--- src/rtl/hazard3_cdc_pkg.sv ---
// Definitions shared by the source and destination halves of the hazard3
// 4-phase req/ack clock-domain crossing.
package hazard3_cdc_pkg;

    typedef enum logic [1:0] {
        ST_IDLE  = 2'd0,
        ST_VALID = 2'd1,
        ST_ACK   = 2'd2
    } cdc_state_e;

    // Synchroniser depth used by both sides unless a parent overrides it.
    localparam int DEFAULT_N_SYNC_STAGES = 2;

endpackage

--- src/rtl/hazard3_sync_1bit.sv ---
// Multi-flop level synchroniser for one asynchronous bit.
// The output lags the input by N_STAGES rising edges of clk.
module hazard3_sync_1bit
    import hazard3_cdc_pkg::*;
#(
    parameter int N_STAGES = DEFAULT_N_SYNC_STAGES
) (
    input  logic clk,
    input  logic rst_n,
    input  logic d,
    output logic q
);

    if (N_STAGES < 2) begin : g_bad_depth
        $error("hazard3_sync_1bit: N_STAGES must be at least 2");
    end

    logic [N_STAGES-1:0] stages;

    // NOTE: sequential state uses non-blocking assignments so every flop in the
    // chain samples its predecessor's pre-edge value; blocking would collapse it.
    always_ff @(posedge clk or negedge rst_n) begin
        if (!rst_n) begin
            stages <= '0;
        end else begin
            stages <= {stages[N_STAGES-2:0], d};
        end
    end

    assign q = stages[N_STAGES-1];

endmodule

--- src/rtl/hazard3_cdc_handshake_dst.sv ---
// Destination half of a 4-phase req/ack CDC: synchronises src_req, captures
// src_data into a valid/ready output and returns a registered ack level.
// Optional macro HAZARD3_CDC_HANDSHAKE_EARLY_ACK_EN acknowledges on capture.
module hazard3_cdc_handshake_dst
    import hazard3_cdc_pkg::*;
#(
    parameter int W_DATA        = 32,
    parameter int N_SYNC_STAGES = DEFAULT_N_SYNC_STAGES
) (
    input  logic              clk,
    input  logic              rst_n,
    input  logic              src_req,
    input  logic [W_DATA-1:0] src_data,
    output logic              dst_ack,
    output logic              out_valid,
    input  logic              out_ready,
    output logic [W_DATA-1:0] out_data
);

    logic       req_s;
    cdc_state_e state;

    // src_data is deliberately not synchronised: the source holds it stable
    // from before src_req rises until it has seen dst_ack.
    hazard3_sync_1bit #(
        .N_STAGES (N_SYNC_STAGES)
    ) u_sync_req (
        .clk   (clk),
        .rst_n (rst_n),
        .d     (src_req),
        .q     (req_s)
    );

`ifdef HAZARD3_CDC_HANDSHAKE_EARLY_ACK_EN

    // Two-state variant: the source is released at capture, so the output
    // register acts as a one-word buffer drained independently of the FSM.
    always_ff @(posedge clk or negedge rst_n) begin
        if (!rst_n) begin
            state     <= ST_IDLE;
            dst_ack   <= 1'b0;
            out_valid <= 1'b0;
            out_data  <= '0;
        end else begin
            if (out_valid && out_ready) begin
                out_valid <= 1'b0;
            end
            case (state)
                ST_IDLE: begin
                    // A new word may only land once the old one leaves this edge.
                    if (req_s && (!out_valid || out_ready)) begin
                        out_data  <= src_data;
                        out_valid <= 1'b1;
                        dst_ack   <= 1'b1;
                        state     <= ST_ACK;
                    end
                end
                ST_ACK: begin
                    if (!req_s) begin
                        dst_ack <= 1'b0;
                        state   <= ST_IDLE;
                    end
                end
                default: begin
                    dst_ack <= 1'b0;
                    state   <= ST_IDLE;
                end
            endcase
        end
    end

`else

    always_ff @(posedge clk or negedge rst_n) begin
        if (!rst_n) begin
            state     <= ST_IDLE;
            dst_ack   <= 1'b0;
            out_valid <= 1'b0;
            out_data  <= '0;
        end else begin
            case (state)
                ST_IDLE: begin
                    dst_ack <= 1'b0;
                    if (req_s) begin
                        out_data  <= src_data;
                        out_valid <= 1'b1;
                        state     <= ST_VALID;
                    end
                end
                ST_VALID: begin
                    // A req drop here is a source bug; still finish the transfer.
                    if (out_ready) begin
                        out_valid <= 1'b0;
                        dst_ack   <= 1'b1;
                        state     <= ST_ACK;
                    end
                end
                ST_ACK: begin
                    if (!req_s) begin
                        dst_ack <= 1'b0;
                        state   <= ST_IDLE;
                    end
                end
                default: begin
                    out_valid <= 1'b0;
                    dst_ack   <= 1'b0;
                    state     <= ST_IDLE;
                end
            endcase
        end
    end

    // The source must keep src_req high until it has observed dst_ack.
    a_req_held_in_valid : assert property (
        @(posedge clk) disable iff (!rst_n) (state == ST_VALID) |-> req_s
    );

`endif

endmodule

--- config.mk ---
export PLATFORM = sky130hd
export DESIGN_NAME = hazard3_cdc_handshake_dst
export DESIGN_NICKNAME = d
export VERILOG_FILES = /design/src/rtl/hazard3_cdc_pkg.sv /design/src/rtl/hazard3_sync_1bit.sv /design/src/rtl/hazard3_cdc_handshake_dst.sv
export SDC_FILE = /design/constraint.sdc
export NUM_CORES = 1
export LEC_CHECK = 0
export ABC_CLOCK_PERIOD_IN_PS = 3400
export CORE_MARGIN = 10
export CORE_UTILIZATION = 44
export CTS_BUF_LIST = sky130_fd_sc_hd__clkbuf_2
export DETAILED_ROUTE_END_ITERATION = 10
export PLACE_DENSITY = 0.86
export SLEW_MARGIN = 20
export SYNTH_ARGS = -nofsm -noshare
export SYNTH_HDL_FRONTEND = slang
export SYNTH_SLANG_ARGS = --single-unit
export TNS_END_PERCENT = 1
--- constraint.sdc ---
create_clock -name clk -period 3.4 [get_ports clk]
set_input_delay 0.51 -clock clk [delete_from_list [all_inputs] [get_ports clk]]
set_output_delay 0.51 -clock clk [all_outputs]
set_load 0.05 [all_outputs]
Word-level counts from Yosys, hierarchy flattened
Index checks and enable logic that the tools add are counted.
Widths: inputs -> output; s select.

storage, ports and cells
  register bits after elaboration = 38
  output and inout port bits = 34
  word-level logic and storage cells = 26

operators by class
  reduce and logical (&&, ||, !) cells = 5
  eq/ne operators = 5
  muxes and demuxes = 10
  bitwise logic cells = 1

operator list
  operator            count
  $mux 2              3
  $pmux 2 s3          1
  $reduce_and 3->1    2
  $mux 1              4
  $ne 2x2->1 const B  2
  $reduce_and 2->1    2
  $pmux 1 s3          1
  $eq 2x1->1 const B  1
  $eq 2x2->1 const B  1
  $logic_not 2->1     1
  $ne 2x1->1 const B  1
  $pmux 1 s2          1
  $not 1->1           1

Logic depth before layout (Yosys ltp)
  depth in word-level cells = 3
  mapped depth = 4
  depth with buffers taken out = 3

Modules after synthesis
Synthesis repeated with hierarchy kept, for this count alone.

second synthesis, totals
  cells, all modules = 85
  area total of the unflattened synthesis = 1432.6 um2

modules (own cells, without submodules)
  module                     sequential area each (um2)  cells each  area an instance (um2)  instances
  hazard3_cdc_handshake_dst  900.9                       83          1382.6                  1
  hazard3_sync_1bit          50.0                        2           50.0                    1

Worst setup path before layout
Ideal clock, no wire load.

  kind = register to register
  start point = reg state[0]
  end point = reg out_data[17]
  arrival = 1179 ps
  path slack = 2096 ps
  stages on the path, launching flop included = 5
  path buffers = 1
  library setup time = 125 ps
  cells stage by stage = dfrtp_1 > nand2b_4 > nor2_4 > buf_6 > mux2_2

on the way
  word-level cells in the longest chain between the ends = 2

ends and longest elaborated chain
  item                        RTL line                         text
  from (decl)                 hazard3_cdc_handshake_dst.sv:21  cdc_state_e state;
  from (signal assigned)      hazard3_cdc_handshake_dst.sv:76  state <= ST_IDLE;
  from (signal assigned)      hazard3_cdc_handshake_dst.sv:87  state <= ST_VALID;
  from (signal assigned)      hazard3_cdc_handshake_dst.sv:95  state <= ST_ACK;
  $logic_not 2->1             hazard3_cdc_handshake_dst.sv:81  case (state)
  $reduce_and 2->1 (no line)  -
  to (signal assigned)        hazard3_cdc_handshake_dst.sv:85  out_data <= src_data;
  to (decl)                   hazard3_cdc_handshake_dst.sv:17  output logic [W_DATA-1:0] out_data

Every way passes these cells.
A chain may end at the register's enable or synchronous reset.

Worst setup path in the final report
  start point = reg out_data[21]
  end point = out out_data[21]

No word-level cell between the ends.

==> flow_results.org <==
** Cells and area
- The area growth from synthesis to layout is 51.8%.
- Number of antenna diodes :: 0
- Of the cells placed in the final design, the portion with a size suffix greater than 1 is 0.266.
- For this run, the post-layout net count is 194.
- The finished layout holds 202 standard cells, fillers aside.
- Final standard cell utilization of the core :: 0.707
- After routing the design area is 0.00217 mm2.

** Yosys
- Synthesis produced a netlist whose cell count is 85.
- When the netlist entered floorplanning its net count stood at 121.
- The number of different library cells used by synthesis comes to 13.
- The fraction of the mapped netlist area in compound gates is 0.0210.
- Of the total synthesized cell area, the portion taken by full adders, half adders and majority gates is 0.
- The synthesized netlist occupies a cell area of 0.00143 mm2.
- For this run, the register share of the synthesized area comes to 0.664.
- Post-synthesis simple-gate area fraction :: 0.0253
- Measured against the total synthesized area, the mux share comes to 0.264.
- After synthesis, the largest family of logic cells by area is multiplexers.
- FF+latch count, synth :: 38
- Of the total synthesized cell area, the portion taken by XOR and XNOR cells is 0.
- Yosys warning count :: 0
- In this run the mean area of a mapped cell was 16.9 um2.

** Timing
- Headroom to the max-slew limit came out at 0.407.
- Worst hold-check slack :: 0.190 ns
- Final setup fails :: 0
- Count of pins over their slew limit :: 0
- Once routing completed, OpenROAD measured the worst setup slack at 1.29 ns.
- Clock period minus worst slack :: 2.11 ns
- Final total negative setup slack :: 0 ns
- Number of hold violations in the final report :: 0
- Clock skew :: 0.0110 ns
- Timing would allow up to 474 MHz.
- Portion of the clock cycle consumed by the worst path in the final layout :: 0.620
- At the pin with the least slew margin, the transition time is 0.888 ns.
- Setup repair after global routing left no endpoint under its margin.

** Clock tree
- Clock tree synthesis inserted a total of 5 buffers.
- Latest clock arrival within the worst-skew pair :: 0.38 ns
- Buffers inserted to repair hold after CTS numbered 0.
- Count of cells resized by post-cts repair :: 0
- In this run the deepest clock path goes through 2 buffers.
- Clock-pin slew of the registers on the worst-case setup and hold paths :: 0.17 ns
- The tree built by TritonCTS fans out to 38 sinks.
- CTS built an H-tree with a depth of 2.
- Count of buffers added by post-CTS timing repair for setup :: 0
- TritonCTS clock tree :: built
- Buffer type at the clock tree root :: sky130_fd_sc_hd__clkbuf_2

** Detailed routing
- Iter 0 DRT Violations :: 56
- For this block, the via count after detailed routing is 979.
- In the final routed layout, each cell accounts on average for 17.8 um.
- Before antenna repair, the detailed router went through 2 iterations.
- Sum of routed wire length over all layers :: 3590 um
- Post-DR vias/cell :: 4.85
- The detail route stage leaves a number of antenna-violating nets equal to 0.
- Number of remaining DRC errors :: 0

** Placement
- Post-Place Cell Area :: 0.00214 mm2
- The count of buffers added on input and output ports is 69.
- Global placer's final weighted congestion :: 0.710
- Worst slack, placed :: 1.56 ns
- Summed over all nets, the half-perimeter wirelength after detailed placement is 2830 um.
- Placed Instances :: 195

** Floorplanning
- Die extent in x :: 77.1 um
- Effective utilization at floorplan :: 0.465
- Die Y :: 77.1 um
- In this run the count of I/O pins placed on the die edge is 70.
- The floorplan has 20 rows.
- Area of the core region :: 0.00308 mm2
- Die footprint :: 0.00594 mm2

** Pwr
- VDD sags by at most 0.695 mV.
- Power comes to 2.57 mW.
- In this run the power density over the cells is 1180 mW/mm2.
- Summed over all cells, the static leakage comes to 0.905 nW.

** Global routing
- First-pass GRT wire length :: 5850 um
- Via count of the first global-routing pass :: 1123
- Across every metal layer, demand over resource in global routing totals 0.122.
- Maximum number of pins on one net before global-route repair :: 39
- Initial antenna violation count :: 0
- Aggregate global routing overflow :: 0

** Worst hold path
- Worst min-delay path class :: in -> async

** Setup path
- Path type of the worst setup path :: reg -> out
- On the critical path, the stage with the largest delay is an instance of sky130_fd_sc_hd__clkdlybuf4s50_1.
- The cell family contributing the most delay on the critical path is buffers and inverters.
- In this run the number of cells on the critical path is 1.
- Delay of the slowest cell on the worst path :: 0.83 ns
- Buffers plus inverters on the worst setup path :: 1
- Walking the worst path, the cells encountered are clkdlybuf4s50_1.
- Along the worst path, the maximum fanout reaches 2.
- STA classifies the critical path endpoint as an output pin.
- STA puts the critical path data arrival time at 1.60 ns.
- Worst-case reg-to-reg path depth :: 3
- Required time at the endpoint of the critical path :: 2.89 ns
- STA classifies the critical path startpoint as a flop.

** Run
- Number of maximum-capacitance violations :: 0

** Status
- Outcome :: finished clean
[layer usage]
layer / share of wire / wire [um] / global-route usage
met3: 0.14 / 503 / 0.0851
met1: 0.39 / 1420 / 0.123
met2: 0.45 / 1630 / 0.200
met5: 0 / 0 / 0
met4: 0.011 / 40 / 0.0328
[path summary, 6_finish.rpt]
path	to	slack [ns]	from
worst max register to register	out_data[16]	1.56	state[0]
worst min register to register	u_sync_req.stages[1]	0.37	u_sync_req.stages[0]
max in group asynchronous	out_data[22]	2.70	rst_n
min in group clk	u_sync_req.stages[1]	0.37	u_sync_req.stages[0]
worst min-delay path	out_data[0]	0.19	rst_n
worst max-delay path	out_data[21]	1.29	out_data[21]
[final cells by class]
cell class	instances	area, um2
clock buffers	7	35.0
inverters	1	3.75
multi-input cells	43	444
repair buffers	69	686
flip-flops and latches	38	951
fillers	221	903
well taps	44	55.1
[cell families after synthesis]
| kind of cell | Yosys count |
|---|---|
| AO/OA/AOI/OAI | 5 |
| flip-flops | 38 |
| AND/OR/NAND/NOR | 5 |
| buffers and inverters | 4 |
| multiplexers | 33 |
[registers in the layout (all words and copies together) (netlist names)]
register           cells
u_sync_req.stages      2
out_data              32
dst_ack                1
out_valid              1
state                  2
[cells in the final DEF, fill, tap and decap left out]
cell type	n
sky130_fd_sc_hd__mux2_4	2
sky130_fd_sc_hd__nand2b_4	1
sky130_fd_sc_hd__o22ai_1	2
sky130_fd_sc_hd__dfrtp_1	38
sky130_fd_sc_hd__nand2_1	2
sky130_fd_sc_hd__nor2_1	1
sky130_fd_sc_hd__o21a_1	1
sky130_fd_sc_hd__mux2_2	30
sky130_fd_sc_hd__clkdlybuf4s50_1	68
sky130_fd_sc_hd__buf_2	1
sky130_fd_sc_hd__o21ai_0	2
sky130_fd_sc_hd__inv_1	1
sky130_fd_sc_hd__clkbuf_2	7
sky130_fd_sc_hd__mux2i_1	1
sky130_fd_sc_hd__nor2_4	1
[synth_stat cells]
cell / count / share of area
sky130_fd_sc_hd__o22ai_1: 2 / 0.0087
sky130_fd_sc_hd__nor2_1: 1 / 0.0026
sky130_fd_sc_hd__inv_1: 1 / 0.0026
sky130_fd_sc_hd__buf_6: 3 / 0.024
sky130_fd_sc_hd__mux2_2: 30 / 0.24
sky130_fd_sc_hd__dfrtp_1: 38 / 0.66
sky130_fd_sc_hd__mux2i_1: 1 / 0.0070
sky130_fd_sc_hd__nand2b_4: 1 / 0.0096
sky130_fd_sc_hd__nand2_1: 2 / 0.0052
sky130_fd_sc_hd__mux2_4: 2 / 0.021
sky130_fd_sc_hd__nor2_4: 1 / 0.0079
sky130_fd_sc_hd__o21ai_0: 2 / 0.0070
sky130_fd_sc_hd__o21a_1: 1 / 0.0052
[report_power, final]
| group | internal [mW] | total [mW] | leakage, nW | switching [mW] |
|---|---|---|---|---|
| sequential | 0.670 | 0.796 | 0.447 | 0.127 |
| clock | 0.0536 | 0.186 | 0.0291 | 0.133 |
| combinational | 0.602 | 1.59 | 0.429 | 0.984 |
| total | 1.33 | 2.57 | 0.905 | 1.24 |
Note: power is estimated with default switching activity, not from simulation.
